$ cat config.mk
export PLATFORM = sky130hd
export DESIGN_NAME = sdram_wb_frontend_flat
export DESIGN_NICKNAME = d
export VERILOG_FILES = /design/src/rtl/sdram_wb_frontend_if.sv /design/src/rtl/sdram_wb_frontend.sv /design/src/flat_wrapper.sv
export SDC_FILE = /design/constraint.sdc
export NUM_CORES = 1
export LEC_CHECK = 0
export CAP_MARGIN = 20
export CORE_UTILIZATION = 29
export DETAILED_ROUTE_END_ITERATION = 6
export PLACE_DENSITY = 0.56
export REMOVE_ABC_BUFFERS = 1
export SLEW_MARGIN = 20
export SYNTH_ARGS = -nofsm -noshare
export SYNTH_HDL_FRONTEND = slang
export SYNTH_SLANG_ARGS = --single-unit
$ cat constraint.sdc
create_clock -name clk_i -period 4.9 [get_ports clk_i]
set_input_delay 0.98 -clock clk_i [delete_from_list [all_inputs] [get_ports clk_i]]
set_output_delay 0.98 -clock clk_i [all_outputs]
set_load 0.01 [all_outputs]
$ cat src/rtl/sdram_wb_frontend_if.sv
// sdram_wb_frontend_if: bundles the Wishbone B4 slave bus, the command
// channel to the SDRAM core and the response channel back from it.
// The slave modport is the front-end's view. The master modport is the
// view of whatever drives both the bus and the core (a bench, or glue logic).
//
// Handshakes:
//   - Wishbone: a request transfers on a cycle with cyc_i && stb_i && !stall_o.
//     There is one ack_o per transferred request, in order.
//   - Command: the core takes the head command on a cycle with
//     cmd_valid_o && cmd_accept_i. cmd_* stays stable while it is not taken.
//   - Response: resp_valid_i is a single-cycle completion, one per command,
//     in command order. It has no back-pressure.
interface sdram_wb_frontend_if;
    logic [31:0] addr_i;
    logic [31:0] data_i;
    logic [31:0] data_o;
    logic [3:0]  sel_i;
    logic [2:0]  cti_i;
    logic        cyc_i;
    logic        stb_i;
    logic        we_i;
    logic        ack_o;
    logic        stall_o;
    logic        cmd_valid_o;
    logic        cmd_accept_i;
    logic [31:0] cmd_addr_o;
    logic [31:0] cmd_data_o;
    logic [3:0]  cmd_mask_o;
    logic        cmd_we_o;
    logic        cmd_last_o;
    logic        resp_valid_i;
    logic [31:0] resp_data_i;
    // Debug visibility of the outstanding-request counter.
    logic [7:0]  dbg_out_cnt;

    modport slave (
        input  addr_i, data_i, sel_i, cti_i, cyc_i, stb_i, we_i,
        input  cmd_accept_i, resp_valid_i, resp_data_i,
        output data_o, ack_o, stall_o,
        output cmd_valid_o, cmd_addr_o, cmd_data_o, cmd_mask_o, cmd_we_o, cmd_last_o,
        output dbg_out_cnt
    );

    modport master (
        output addr_i, data_i, sel_i, cti_i, cyc_i, stb_i, we_i,
        output cmd_accept_i, resp_valid_i, resp_data_i,
        input  data_o, ack_o, stall_o,
        input  cmd_valid_o, cmd_addr_o, cmd_data_o, cmd_mask_o, cmd_we_o, cmd_last_o,
        input  dbg_out_cnt
    );
endinterface

$ cat src/rtl/sdram_wb_frontend.sv
// sdram_wb_frontend: pipelined Wishbone B4 slave front-end for the SDRAM core.
// Accepted requests are queued in a CMD_DEPTH-entry command FIFO and issued
// to the core one at a time. Each response pops a read/write tag FIFO, so
// that write acks return zero data. stall_o depends only on registered
// state: FIFO occupancy and the outstanding-request count.
//
// Build option: define SDRAM_WB_FE_RESP_REG_EN to register ack_o/data_o.
// This adds one cycle of response latency. Without it, the response path
// is combinational.
module sdram_wb_frontend #(
    parameter int CMD_DEPTH       = 4,
    parameter int MAX_OUTSTANDING = 8
) (
    input  logic                 clk_i,
    input  logic                 rst_i,
    sdram_wb_frontend_if.slave   bus
);
    localparam int         CW        = $clog2(CMD_DEPTH);
    localparam int         TW        = $clog2(MAX_OUTSTANDING);
    localparam logic [CW:0] FIFO_FULL = (CW+1)'(CMD_DEPTH);
    localparam logic [7:0] MAX_OUT   = 8'(MAX_OUTSTANDING);
    localparam logic [TW-1:0] TAG_LAST = TW'(MAX_OUTSTANDING - 1);

    // Command FIFO storage. It is not reset: the entries are only ever
    // read while the occupancy count says they are live.
    logic [29:0] addr_mem [CMD_DEPTH];
    logic [31:0] data_mem [CMD_DEPTH];
    logic [3:0]  mask_mem [CMD_DEPTH];
    logic        we_mem   [CMD_DEPTH];
    logic        last_mem [CMD_DEPTH];
    logic [CW-1:0] wr_ptr, rd_ptr;
    logic [CW:0]   fifo_cnt;

    // Tag FIFO holds the we bit of every outstanding request, in order.
    logic [MAX_OUTSTANDING-1:0] tag_mem;
    logic [TW-1:0] tag_wr, tag_rd;
    logic [7:0]    tag_cnt;

    logic [7:0] out_cnt;

    logic fifo_full, fifo_empty, stall, accept, pop;
    logic rsp_take, rsp_is_read, ack_now, ack_dec;
    logic [31:0] data_now;
    logic addr_lsb_unused;

    assign fifo_full  = (fifo_cnt == FIFO_FULL);
    assign fifo_empty = (fifo_cnt == '0);
    // Registered state only, so there is no input-to-stall combinational path.
    assign stall      = fifo_full || (out_cnt == MAX_OUT);
    assign accept     = bus.cyc_i && bus.stb_i && !stall;
    assign pop        = !fifo_empty && bus.cmd_accept_i;

    // A response with nothing outstanding is a core protocol error. It is
    // dropped here, which also keeps the counters from underflowing.
    assign rsp_take    = bus.resp_valid_i && (tag_cnt != 8'd0);
    assign rsp_is_read = !tag_mem[tag_rd];
    assign ack_now     = rsp_take && bus.cyc_i;
    assign data_now    = (ack_now && rsp_is_read) ? bus.resp_data_i : 32'd0;

    // Address bits [1:0] are deliberately ignored.
    assign addr_lsb_unused = ^bus.addr_i[1:0];

`ifdef SDRAM_WB_FE_RESP_REG_EN
    logic        ack_q;
    logic        done_q;
    logic [31:0] data_q;

    // Response register stage. done_q marks a consumed response even when
    // it was not acked because cyc_i was low, so out_cnt still drains.
    always_ff @(posedge clk_i) begin
        if (rst_i) begin
            ack_q  <= 1'b0;
            done_q <= 1'b0;
            data_q <= 32'd0;
        end else begin
            ack_q  <= ack_now;
            done_q <= rsp_take;
            data_q <= data_now;
        end
    end

    assign bus.ack_o  = ack_q;
    assign bus.data_o = data_q;
    assign ack_dec    = done_q;
`else
    assign bus.ack_o  = ack_now;
    assign bus.data_o = data_now;
    assign ack_dec    = rsp_take;
`endif

    // Command FIFO payload write on acceptance. Read data is zeroed here,
    // so the head entry can drive cmd_data_o directly.
    always_ff @(posedge clk_i) begin
        if (accept) begin
            addr_mem[wr_ptr] <= bus.addr_i[31:2];
            data_mem[wr_ptr] <= bus.we_i ? bus.data_i : 32'd0;
            mask_mem[wr_ptr] <= bus.sel_i;
            we_mem[wr_ptr]   <= bus.we_i;
            last_mem[wr_ptr] <= (bus.cti_i != 3'b010);
        end
    end

    // Command FIFO pointers and occupancy. The pointers wrap naturally
    // because the depth is a power of two.
    always_ff @(posedge clk_i) begin
        if (rst_i) begin
            wr_ptr   <= '0;
            rd_ptr   <= '0;
            fifo_cnt <= '0;
        end else begin
            if (accept) wr_ptr <= wr_ptr + 1'b1;
            if (pop)    rd_ptr <= rd_ptr + 1'b1;
            case ({accept, pop})
                2'b10:   fifo_cnt <= fifo_cnt + 1'b1;
                2'b01:   fifo_cnt <= fifo_cnt - 1'b1;
                default: fifo_cnt <= fifo_cnt;
            endcase
        end
    end

    // Tag FIFO payload: remember whether each accepted request was a write.
    always_ff @(posedge clk_i) begin
        if (accept) tag_mem[tag_wr] <= bus.we_i;
    end

    // Tag FIFO pointers and count. The depth need not be a power of two,
    // so the pointers wrap explicitly.
    always_ff @(posedge clk_i) begin
        if (rst_i) begin
            tag_wr  <= '0;
            tag_rd  <= '0;
            tag_cnt <= 8'd0;
        end else begin
            if (accept)   tag_wr <= (tag_wr == TAG_LAST) ? '0 : tag_wr + 1'b1;
            if (rsp_take) tag_rd <= (tag_rd == TAG_LAST) ? '0 : tag_rd + 1'b1;
            case ({accept, rsp_take})
                2'b10:   tag_cnt <= tag_cnt + 8'd1;
                2'b01:   tag_cnt <= tag_cnt - 8'd1;
                default: tag_cnt <= tag_cnt;
            endcase
        end
    end

    // Outstanding-request count. It rises on accept and falls when a
    // response reaches the ack stage.
    always_ff @(posedge clk_i) begin
        if (rst_i) begin
            out_cnt <= 8'd0;
        end else begin
            case ({accept, ack_dec})
                2'b10:   out_cnt <= out_cnt + 8'd1;
                2'b01:   out_cnt <= out_cnt - 8'd1;
                default: out_cnt <= out_cnt;
            endcase
        end
    end

    // The head entry drives the core. Outputs read zero while the FIFO is
    // empty, so their reset value is clean.
    assign bus.stall_o     = stall;
    assign bus.cmd_valid_o = !fifo_empty;
    assign bus.cmd_addr_o  = fifo_empty ? 32'd0 : {addr_mem[rd_ptr], 2'b00};
    assign bus.cmd_data_o  = fifo_empty ? 32'd0 : data_mem[rd_ptr];
    assign bus.cmd_mask_o  = fifo_empty ? 4'd0  : mask_mem[rd_ptr];
    assign bus.cmd_we_o    = fifo_empty ? 1'b0  : we_mem[rd_ptr];
    assign bus.cmd_last_o  = fifo_empty ? 1'b0  : last_mem[rd_ptr];
    assign bus.dbg_out_cnt = out_cnt;
endmodule

$ cat src/flat_wrapper.sv
// flat-port wrapper written by rule: the top's interface ports become plain ports
module sdram_wb_frontend_flat 
#(
    parameter int CMD_DEPTH       = 4,
    parameter int MAX_OUTSTANDING = 8
)
  (clk_i, rst_i, bus_addr_i, bus_data_i, bus_sel_i, bus_cti_i, bus_cyc_i, bus_stb_i, bus_we_i, bus_cmd_accept_i, bus_resp_valid_i, bus_resp_data_i, bus_data_o, bus_ack_o, bus_stall_o, bus_cmd_valid_o, bus_cmd_addr_o, bus_cmd_data_o, bus_cmd_mask_o, bus_cmd_we_o, bus_cmd_last_o, bus_dbg_out_cnt);
  sdram_wb_frontend_if bus_i ();
  input  logic clk_i;
  input  logic rst_i;
  input wire logic [$bits(bus_i.addr_i)-1:0] bus_addr_i;
  input wire logic [$bits(bus_i.data_i)-1:0] bus_data_i;
  input wire logic [$bits(bus_i.sel_i)-1:0] bus_sel_i;
  input wire logic [$bits(bus_i.cti_i)-1:0] bus_cti_i;
  input wire logic [$bits(bus_i.cyc_i)-1:0] bus_cyc_i;
  input wire logic [$bits(bus_i.stb_i)-1:0] bus_stb_i;
  input wire logic [$bits(bus_i.we_i)-1:0] bus_we_i;
  input wire logic [$bits(bus_i.cmd_accept_i)-1:0] bus_cmd_accept_i;
  input wire logic [$bits(bus_i.resp_valid_i)-1:0] bus_resp_valid_i;
  input wire logic [$bits(bus_i.resp_data_i)-1:0] bus_resp_data_i;
  output wire logic [$bits(bus_i.data_o)-1:0] bus_data_o;
  output wire logic [$bits(bus_i.ack_o)-1:0] bus_ack_o;
  output wire logic [$bits(bus_i.stall_o)-1:0] bus_stall_o;
  output wire logic [$bits(bus_i.cmd_valid_o)-1:0] bus_cmd_valid_o;
  output wire logic [$bits(bus_i.cmd_addr_o)-1:0] bus_cmd_addr_o;
  output wire logic [$bits(bus_i.cmd_data_o)-1:0] bus_cmd_data_o;
  output wire logic [$bits(bus_i.cmd_mask_o)-1:0] bus_cmd_mask_o;
  output wire logic [$bits(bus_i.cmd_we_o)-1:0] bus_cmd_we_o;
  output wire logic [$bits(bus_i.cmd_last_o)-1:0] bus_cmd_last_o;
  output wire logic [$bits(bus_i.dbg_out_cnt)-1:0] bus_dbg_out_cnt;
  assign bus_i.addr_i = bus_addr_i;
  assign bus_i.data_i = bus_data_i;
  assign bus_i.sel_i = bus_sel_i;
  assign bus_i.cti_i = bus_cti_i;
  assign bus_i.cyc_i = bus_cyc_i;
  assign bus_i.stb_i = bus_stb_i;
  assign bus_i.we_i = bus_we_i;
  assign bus_i.cmd_accept_i = bus_cmd_accept_i;
  assign bus_i.resp_valid_i = bus_resp_valid_i;
  assign bus_i.resp_data_i = bus_resp_data_i;
  assign bus_data_o = bus_i.data_o;
  assign bus_ack_o = bus_i.ack_o;
  assign bus_stall_o = bus_i.stall_o;
  assign bus_cmd_valid_o = bus_i.cmd_valid_o;
  assign bus_cmd_addr_o = bus_i.cmd_addr_o;
  assign bus_cmd_data_o = bus_i.cmd_data_o;
  assign bus_cmd_mask_o = bus_i.cmd_mask_o;
  assign bus_cmd_we_o = bus_i.cmd_we_o;
  assign bus_cmd_last_o = bus_i.cmd_last_o;
  assign bus_dbg_out_cnt = bus_i.dbg_out_cnt;
  sdram_wb_frontend #(.CMD_DEPTH(CMD_DEPTH), .MAX_OUTSTANDING(MAX_OUTSTANDING)) u_core (.clk_i(clk_i), .rst_i(rst_i), .bus(bus_i));
endmodule
After elaboration in Yosys (flattened, before gate mapping)
Memory sizes are Yosys's and may differ from the RTL's. A register that Yosys moved wholly into a read port is not among the register bits.
Cells that the tools add are included.
{ "totals": {"register_bits": 37, "ramBits": 272, "in_bits": 110, "out_inout_bits": 113, "wordCells": 79, "memories": 5} }
{ "memory_table": {"columns": ["name", "words", "width", "rd", "rd_clocked_by_memory_dff", "wr", "line_no", "source"], "rows": [
  ["u_core.data_mem", 4, 32, 1, 1, 1, "sdram_wb_frontend.sv:27", "logic [31:0] data_mem [CMD_DEPTH];"],
  ["u_core.addr_mem", 4, 30, 1, 1, 1, "sdram_wb_frontend.sv:26", "logic [29:0] addr_mem [CMD_DEPTH];"],
  ["u_core.mask_mem", 4, 4, 1, 1, 1, "sdram_wb_frontend.sv:28", "logic [3:0] mask_mem [CMD_DEPTH];"],
  ["u_core.last_mem", 4, 1, 1, 1, 1, "sdram_wb_frontend.sv:30", "logic last_mem [CMD_DEPTH];"],
  ["u_core.we_mem", 4, 1, 1, 1, 1, "sdram_wb_frontend.sv:29", "logic we_mem [CMD_DEPTH];"]
]} }
{ "op_classes": {"addsub": 10, "magnitude_cmp": 3, "eq_ne": 9, "n_mux": 29, "n_reduce_logical": 15} }
{ "ops": {"columns": ["op", "n"], "rows": [
  ["$mux W32", 4],
  ["$pmux W8 S2", 2],
  ["$mux W2", 10],
  ["$add A8 B1 Y8 const B", 2],
  ["$sub A8 B1 Y8 const B", 2],
  ["$add A3 B1 Y3 const B", 3],
  ["$eq A3 B3 Y1 const B", 3],
  ["$bwmux W8", 1],
  ["$eq A8 B4 Y1 const B", 1],
  ["$lt A3 B4 Y1 const B", 2],
  ["$reduce_bool A8 Y1", 1],
  ["$logic_and A1 B1 Y1", 7],
  ["$mux W1", 6],
  ["$mux W3", 2],
  ["$pmux W3 S2", 1],
  ["$add A2 B1 Y2 const B", 2],
  ["$eq A2 B1 Y1 const B", 2],
  ["$eq A2 B2 Y1 const B", 2],
  ["$mux W4", 1],
  ["$reduce_bool A2 Y1", 2],
  ["$bmux W1 S3", 1],
  ["$demux W1 S3", 1],
  ["$ge A3 B1 Y1 const B", 1],
  ["$logic_not A1 Y1", 3],
  ["other kinds (4)", 4]
]} }

Longest topological paths before layout
Gate-level depths: netlist (run 1).
{ "logic_depth": {"word_depth": 6, "mapped_depth": 13, "depth_no_buf": 12} }

Least setup slack after synthesis (run 1)
No wires, ideal clock.
{ "synth_path": {"path_type": "input -> register", "from": "in bus_resp_valid_i", "to": "reg u_core.tag_cnt[7]", "setup_time_ns": 0.121, "arrival_ns": 3.348, "t_required_ns": 4.779, "setup_slack_ns": 1.431, "path_stages": 8, "path_buffers": 0, "cell_sequence": "a21boi_1 -> ha_1 -> ha_1 -> o21ai_0 -> or3_1 -> nand3_1 -> a311o_1 -> mux2_4"} }
{ "synth_between": {"elab_chain_cells": 3, "elab_cells_between_ends": 5, "classes_between": "eq/ne (2); mux (1); reduce/logical (2)"} }
{ "synth_rtl": {"columns": ["element", "line_no", "source"], "rows": [
  ["start: declaration", "flat_wrapper.sv:19", "input wire logic [$bits(bus_i.resp_valid_i)-1:0] bus_resp_valid_i;"],
  ["$logic_and A1 B1 Y1 *", "sdram_wb_frontend.sv:55", "assign rsp_take = bus.resp_valid_i && (tag_cnt != 8'd0);"],
  ["$eq A2 B1 Y1 / $eq A2 B2 Y1 (equally long branches)", "sdram_wb_frontend.sv:136", "case ({accept, rsp_take})"],
  ["$pmux W8 S2 / $reduce_bool A2 Y1 (equally long branches)", null, null],
  ["end signal: assignment", "sdram_wb_frontend.sv:137", "2'b10: tag_cnt <= tag_cnt + 8'd1;"],
  ["end signal: assignment", "sdram_wb_frontend.sv:138", "2'b01: tag_cnt <= tag_cnt - 8'd1;"],
  ["end signal: assignment", "sdram_wb_frontend.sv:139", "default: tag_cnt <= tag_cnt;"],
  ["end: declaration", "sdram_wb_frontend.sv:37", "logic [7:0] tag_cnt;"]
]} }
Every way passes the cells marked *; elsewhere a longest branch is shown, timed or not.
A chain may end at the register's enable or synchronous reset.

Final worst setup path (run 1)
{ "layout_path": {"from": "in bus_resp_valid_i", "to": "out bus_data_o[18]"} }
{ "layout_between": {"elab_chain_cells": 4} }
{ "layout_rtl": {"columns": ["element", "line_no", "source"], "rows": [
  ["$logic_and A1 B1 Y1", "sdram_wb_frontend.sv:55", null],
  ["net u_core.ack_dec", "sdram_wb_frontend.sv:42", "logic rsp_take, rsp_is_read, ack_now, ack_dec;"],
  ["$logic_and A1 B1 Y1", "sdram_wb_frontend.sv:57", "assign ack_now = rsp_take && bus.cyc_i;"],
  ["$logic_and A1 B1 Y1", "sdram_wb_frontend.sv:58", "assign data_now = (ack_now && rsp_is_read) ? bus.resp_data_i : 32'd0;"],
  ["$mux W32", "sdram_wb_frontend.sv:58", null],
  ["end: declaration", "flat_wrapper.sv:21", "output wire logic [$bits(bus_i.data_o)-1:0] bus_data_o;"]
]} }
The timed path passes the listed nets, and every way through them passes these cells.

==> results of run 1 <==
metal layers:
layer	global-route usage (%)	vias to the layer above	wire length [µm]
li1	-	3367	-
met1	18.1	3651	14000
met2	20.3	183	13600
met3	3.57	53	1850
met4	4.09	4	573
met5	0	-	24
registers in the layout, summed over array words and instances, names as in the netlist, 4 cells and up, named ones only:
register and cells:
u_core.we_mem 4, u_core.bus.dbg_out_cnt 8, u_core.tag_cnt 8, u_core.addr_mem 120, u_core.tag_mem 8, u_core.data_mem 128
u_core.mask_mem 16, u_core.last_mem 4
logic make-up (layout without fill, tap and decap cells):
| kind of cell | Yosys count | count (layout) | share of synthesized area, % |
|---|---|---|---|
| other | 1 | 3 | 0.0289 |
| adder cells (fa/ha/maj) | 25 | 25 | 2.58 |
| multiplexers | 78 | 78 | 12.8 |
| buffers and inverters | 53 | 314 | 1.74 |
| AO/OA/AOI/OAI | 44 | 44 | 2.25 |
| flip-flops | 311 | 311 | 69.6 |
| XOR/XNOR | 12 | 12 | 0.810 |
| AND/OR/NAND/NOR | 228 | 228 | 10.2 |
critical path, stage by stage:
cell and delay, ps:
clkdlybuf4s50_1 450, a21boi_1 140, buf_4 180, and3_1 160, buf_4 250, and2_1 190
clkdlybuf4s50_1 560
final cells by class:
cell class	count	area (µm²)
tap	592	741
timing repair buffer	235	2370
inverter	12	45.0
multi-input combinational	389	3740
clock buffer	50	995
fill	4076	27200
clock inverter	17	144
sequential	311	9040
antenna	1	2.50
final timing paths:
kind / endpoint / cells past startpoint / start
hold reg to reg: u_core.tag_cnt[2] / 2 / u_core.tag_cnt[2]
hold / removal: u_core.tag_cnt[2] / 2 / u_core.tag_cnt[2]
setup / recovery: bus_data_o[18] / 7 / bus_resp_valid_i
setup reg to reg: u_core.tag_cnt[7] / 11 / u_core.bus.dbg_out_cnt[0]
power by group through the flow:
stage	Sequential, W	Combinational [W]	Clock (W)
after floorplan	0.00337	0.00157	0
after global placement	0.00332	0.00301	0
after detailed placement	0.00332	0.00303	0
after CTS	0.00327	0.00304	0.00266
after global routing	0.00329	0.00325	0.00276
final	0.00326	0.00297	0.00258
metrics by stage:
stage / hold WS, ps / power, W / cells / cell area [µm²] / worst slack [ps]
final: 480 / 0.00881 / 1607 / 17100 / 996
after global routing: 497 / 0.00931 / 1606 / 17100 / 845
after CTS: 482 / 0.00897 / 1606 / 17100 / 888
after detailed placement: 473 / 0.00635 / 1539 / 15900 / 993
after global placement: 474 / 0.00633 / 1539 / 15900 / 977
after floorplan: 452 / 0.00494 / 712 / 12800 / 194
synth_stat cells, drive strengths merged, types with 5 or more instances:
library cell,n,area (µm²)
a21oi,16,80.1
and2,139,870
buf,17,91.3
clkbuf,24,90.1
dfxtp,31,621
edfxtp,280,8410
ha,22,275
inv,12,45.0
mux2i,6,60.1
mux4,70,1580
nand2,26,97.6
nand3,7,35.0
nor2,24,90.1
nor3,5,25.0
nor4b,7,76.3
xor2,8,70.1
==> results.yml, run 1 <==
setup_path:
  required_time_reported_for_the_critical_path_endpoint_ps: 3920
  crit_fanout: 32
  reg2reg_slack_ps: 1520
  worst-setup-path-type: "in2out"
  endpoint_kind: "output port"
  worst-endpoint-arrival_ps: 2920
  cp-start-kind: "primary input"
cells_and_area:
  fin_nets: 1121
  layout-area-overhead-vs-synth_pct: 31.5
  drive_gt1_share_pct: 15.4
  final_common_cell: "edfxtp_1"
  post-route-util_pct: 38.6
  final_cell_mix: "edfxtp_1 (280), clkdlybuf4s50_1 (217), and2_1 (135)"
placed_design:
  place.detailed.hpwl_um: 18000
  io_buffer_count: 218
  gpl.final_weighted_congestion: 0.758
sta:
  post-route-min-period_ps: 3900
  max_freq_mhz: 256
  totalNegativeSetupSlack_ps: 0
  timing_max_transition_violations_final: 0
  setup_viol: 0
  worst_slew_pin_slew_ps: 905
  final-hold-violation-count: 0
  final_min_period_over_clock_period_pct: 79.7
  maxSlewHeadroom_pct: 39.7
  clock-skew-final_ps: 16.4
  rsz_0062_raised_after_global_routing: "no"
power:
  clock_group_share_of_total_power_pct: 29.2
  power_frac_comb_pct: 33.7
  power.leakage_nw: 5.64
  power.share.sequential_pct: 37.0
  sw_frac_of_total_pct: 29.9
  power.switching_w: 0.00264
  maximum_resistive_drop_on_vdd_mv: 0.296
  power.internal_w: 0.00617
  power_density_nw_per_um2: 516
drt:
  vias_after_detailed_routing: 7258
  routed_wire_length_um: 30100
  postRouteAntennaNets: 0
  drt-pass1-iter-count: 4
  routed_len_inst_um: 18.7
  drtIter0Drc: 361
  route.detailed.drc: 0
  post_drt_via_cell_ratio: 4.52
yosys:
  ys_async_sr_fraction_pct: 0
  ys_seq_area_share_pct: 69.6
  dominantRegCellSynth: "edfxtp_1"
  synth.distinct_cells: 49
  synth_edf_count: 280
  yosys_warnings: 0
  synthesis.area_per_instance_um2: 17.3
  post_synth_inst_count: 752
  post_syn_area_um2: 13000
  postSynthRegisterBits: 311
global_routing:
  vias_in_the_first_global_route: 7450
  grt-ovfl-total: 0
  grt_max_degree: 53
  grtUsageTotal_pct: 13.2
  antenna_found_initial: 3
  global_route_wire_length_before_repair_um: 44700
clock_tree:
  clock_insertion_delay_at_the_later_pin_of_the_skew_report_ps: 550
  cts_buffers: 37
  h-tree-depth: 2
  post_cts.repair.setup_buffers: 0
  cts_hold_repair.buffers: 0
  ctsResizeCount: 0
  clk_transition_reported_paths_ps: 50
  ctsRootBufferMaster: "clkbuf_16"
  clockBufferDepth: 3
  clock_sink_count: 311
  tritoncts_clock_tree: "done"
outcome:
  run_status: "complete, no violations"
job:
  maxCapViolCount: 0
floorplanning:
  initial_core_util_pct: 29.4
  design.die.area_um2: 45600
  cell_rows: 77
  core_um2: 44200
  num_io_pins: 223
  die_w_um: 214
  die_height_um: 214
hold_path:
  min-delay-path-class: "reg2reg"
Note: power is estimated with default switching activity, not from simulation.
==> run 2, diff against run 1 <==
Clock period 4.9 ns to 4 ns, I/O delays scaled along.
==> results.yml, run 2 (synthesized netlist as in run 1, its figures left out) <==
clock_tree:
  cts_buffers: 36
  ctsRootBufferMaster: "clkbuf_16"
  cts_hold_repair.buffers: 0
  ctsResizeCount: 0
  post_cts.repair.setup_buffers: 0
  clockBufferDepth: 3
  h-tree-depth: 2
  tritoncts_clock_tree: "done"
  clk_transition_reported_paths_ps: 50
  clock_sink_count: 311
  clock_insertion_delay_at_the_later_pin_of_the_skew_report_ps: 540
cells_and_area:
  reg_top3: "u_core.data_mem (128), u_core.addr_mem (120), u_core.mask_mem (16)"
  finalInstanceArea_um2: 17200
  final_cell_mix: "edfxtp_1 (280), clkdlybuf4s50_1 (217), and2_1 (135)"
  layout-area-overhead-vs-synth_pct: 32.2
  num-fill-cells: 4066
  largest-register: "u_core.data_mem"
  sequential_cell_area_um2: 9040
  drive_gt1_share_pct: 16.3
  largest_register_ff_count: 128
  final_common_cell: "edfxtp_1"
  multi_input_area_um2: 3740
  fin_nets: 1131
  post-route-util_pct: 38.8
sta:
  hold-worst-slack_ps: 493
  final_min_period_over_clock_period_pct: 91.9
  max_freq_mhz: 272
  worst_slew_pin_slew_ps: 831
  timing_max_transition_violations_final: 0
  rsz_0062_raised_after_global_routing: "no"
  final-hold-violation-count: 0
  maxSlewHeadroom_pct: 44.6
  post-route-min-period_ps: 3680
  setup_viol: 0
  clock-skew-final_ps: 10.5
setup_path:
  crit_fanout: 32
  cp-start-kind: "flop"
  required_time_reported_for_the_critical_path_endpoint_ps: 3200
  endpoint_kind: "output port"
  worst-endpoint-arrival_ps: 2880
  worst-setup-path-type: "reg2out"
floorplanning:
  die_height_um: 214
  initial_core_util_pct: 29.4
  core_um2: 44200
  num_io_pins: 223
  die_w_um: 214
  design.die.area_um2: 45600
  cell_rows: 77
placed_design:
  gpl.final_weighted_congestion: 0.759
  place.detailed.hpwl_um: 19100
  dpl-instance-area_um2: 16000
  io_buffer_count: 218
outcome:
  run_status: "complete, no violations"
job:
  maxCapViolCount: 0
drt:
  routed_wire_length_um: 30400
  routed_len_inst_um: 18.8
  postRouteAntennaNets: 0
  post_drt_via_cell_ratio: 4.51
  vias_after_detailed_routing: 7282
  drt-pass1-iter-count: 4
  route.detailed.drc: 0
  drtIter0Drc: 432
power:
  power.leakage_nw: 5.69
  maximum_resistive_drop_on_vdd_mv: 0.351
  power_density_nw_per_um2: 630
global_routing:
  grt_max_degree: 71
  vias_in_the_first_global_route: 7547
  antenna_found_initial: 5
  global_route_wire_length_before_repair_um: 45300
  grtUsageTotal_pct: 13.4
  grt-ovfl-total: 0
hold_path:
  min-delay-path-class: "reg2reg"
[run 2: worst paths after layout]
kind / startpoint / end / slack (ps) / cells past startpoint
worst max-delay path: u_core.tag_rd[0] / bus_data_o[12] / 320 / 6
worst min-delay path: u_core.tag_cnt[2] / u_core.tag_cnt[2] / 490 / 2
worst max register to register: u_core.bus.dbg_out_cnt[0] / u_core.bus.dbg_out_cnt[7] / 730 / 11
worst min register to register: u_core.tag_cnt[2] / u_core.tag_cnt[2] / 490 / 2
[run 2: critical path, cell delays in order, from the launching register on]
cell	delay, ps
dfxtp_1	460
mux4_2	540
mux2i_1	170
and3_1	170
buf_4	250
and2_1	180
clkdlybuf4s50_1	560
[run 2: report_power, final]
| group | total, W | internal [W] | switching, W |
|---|---|---|---|
| Sequential | 0.00399 | 0.00379 | 0.000200 |
| Clock | 0.00312 | 0.00184 | 0.00129 |
| Combinational | 0.00369 | 0.00198 | 0.00171 |
| Total | 0.0108 | 0.00761 | 0.00319 |
[run 2: layout make-up]
cell class / count / area share [%]
inverters: 12 / 0.262
diodes: 2 / 0.0292
clock buffers: 47 / 5.85
flip-flops and latches: 311 / 52.7
clock inverters: 15 / 0.678
repair buffers: 246 / 14.4
multi-input cells: 389 / 21.8
well taps: 592 / 4.32
[run 2: metrics by stage]
stage / instances / power, W / TNS (ps) / setup slack (ps)
floorplan: 712 / 0.00605 / -35740 / -526
global placement: 1550 / 0.00781 / 0 / 310
detailed placement: 1550 / 0.00783 / 0 / 339
CTS: 1612 / 0.0110 / 0 / 282
global route: 1612 / 0.0114 / 0 / 153
finish: 1614 / 0.0108 / 0 / 325
[run 2: per-layer routing]
layer / up-vias / share of wire, % / global-route usage, %
li1: 3377 / - / -
met1: 3682 / 46 / 18.3
met2: 172 / 46 / 20.6
met3: 43 / 6.3 / 4.07
met4: 8 / 1.8 / 3.69
met5: - / 0.19 / 0
==> run 3, diff against run 2 <==
Settings changed: CTS_CLUSTER_SIZE from default to 30.
==> results of run 3 <==
No change in the layout: final DEF, timing and power equal those of run 2.
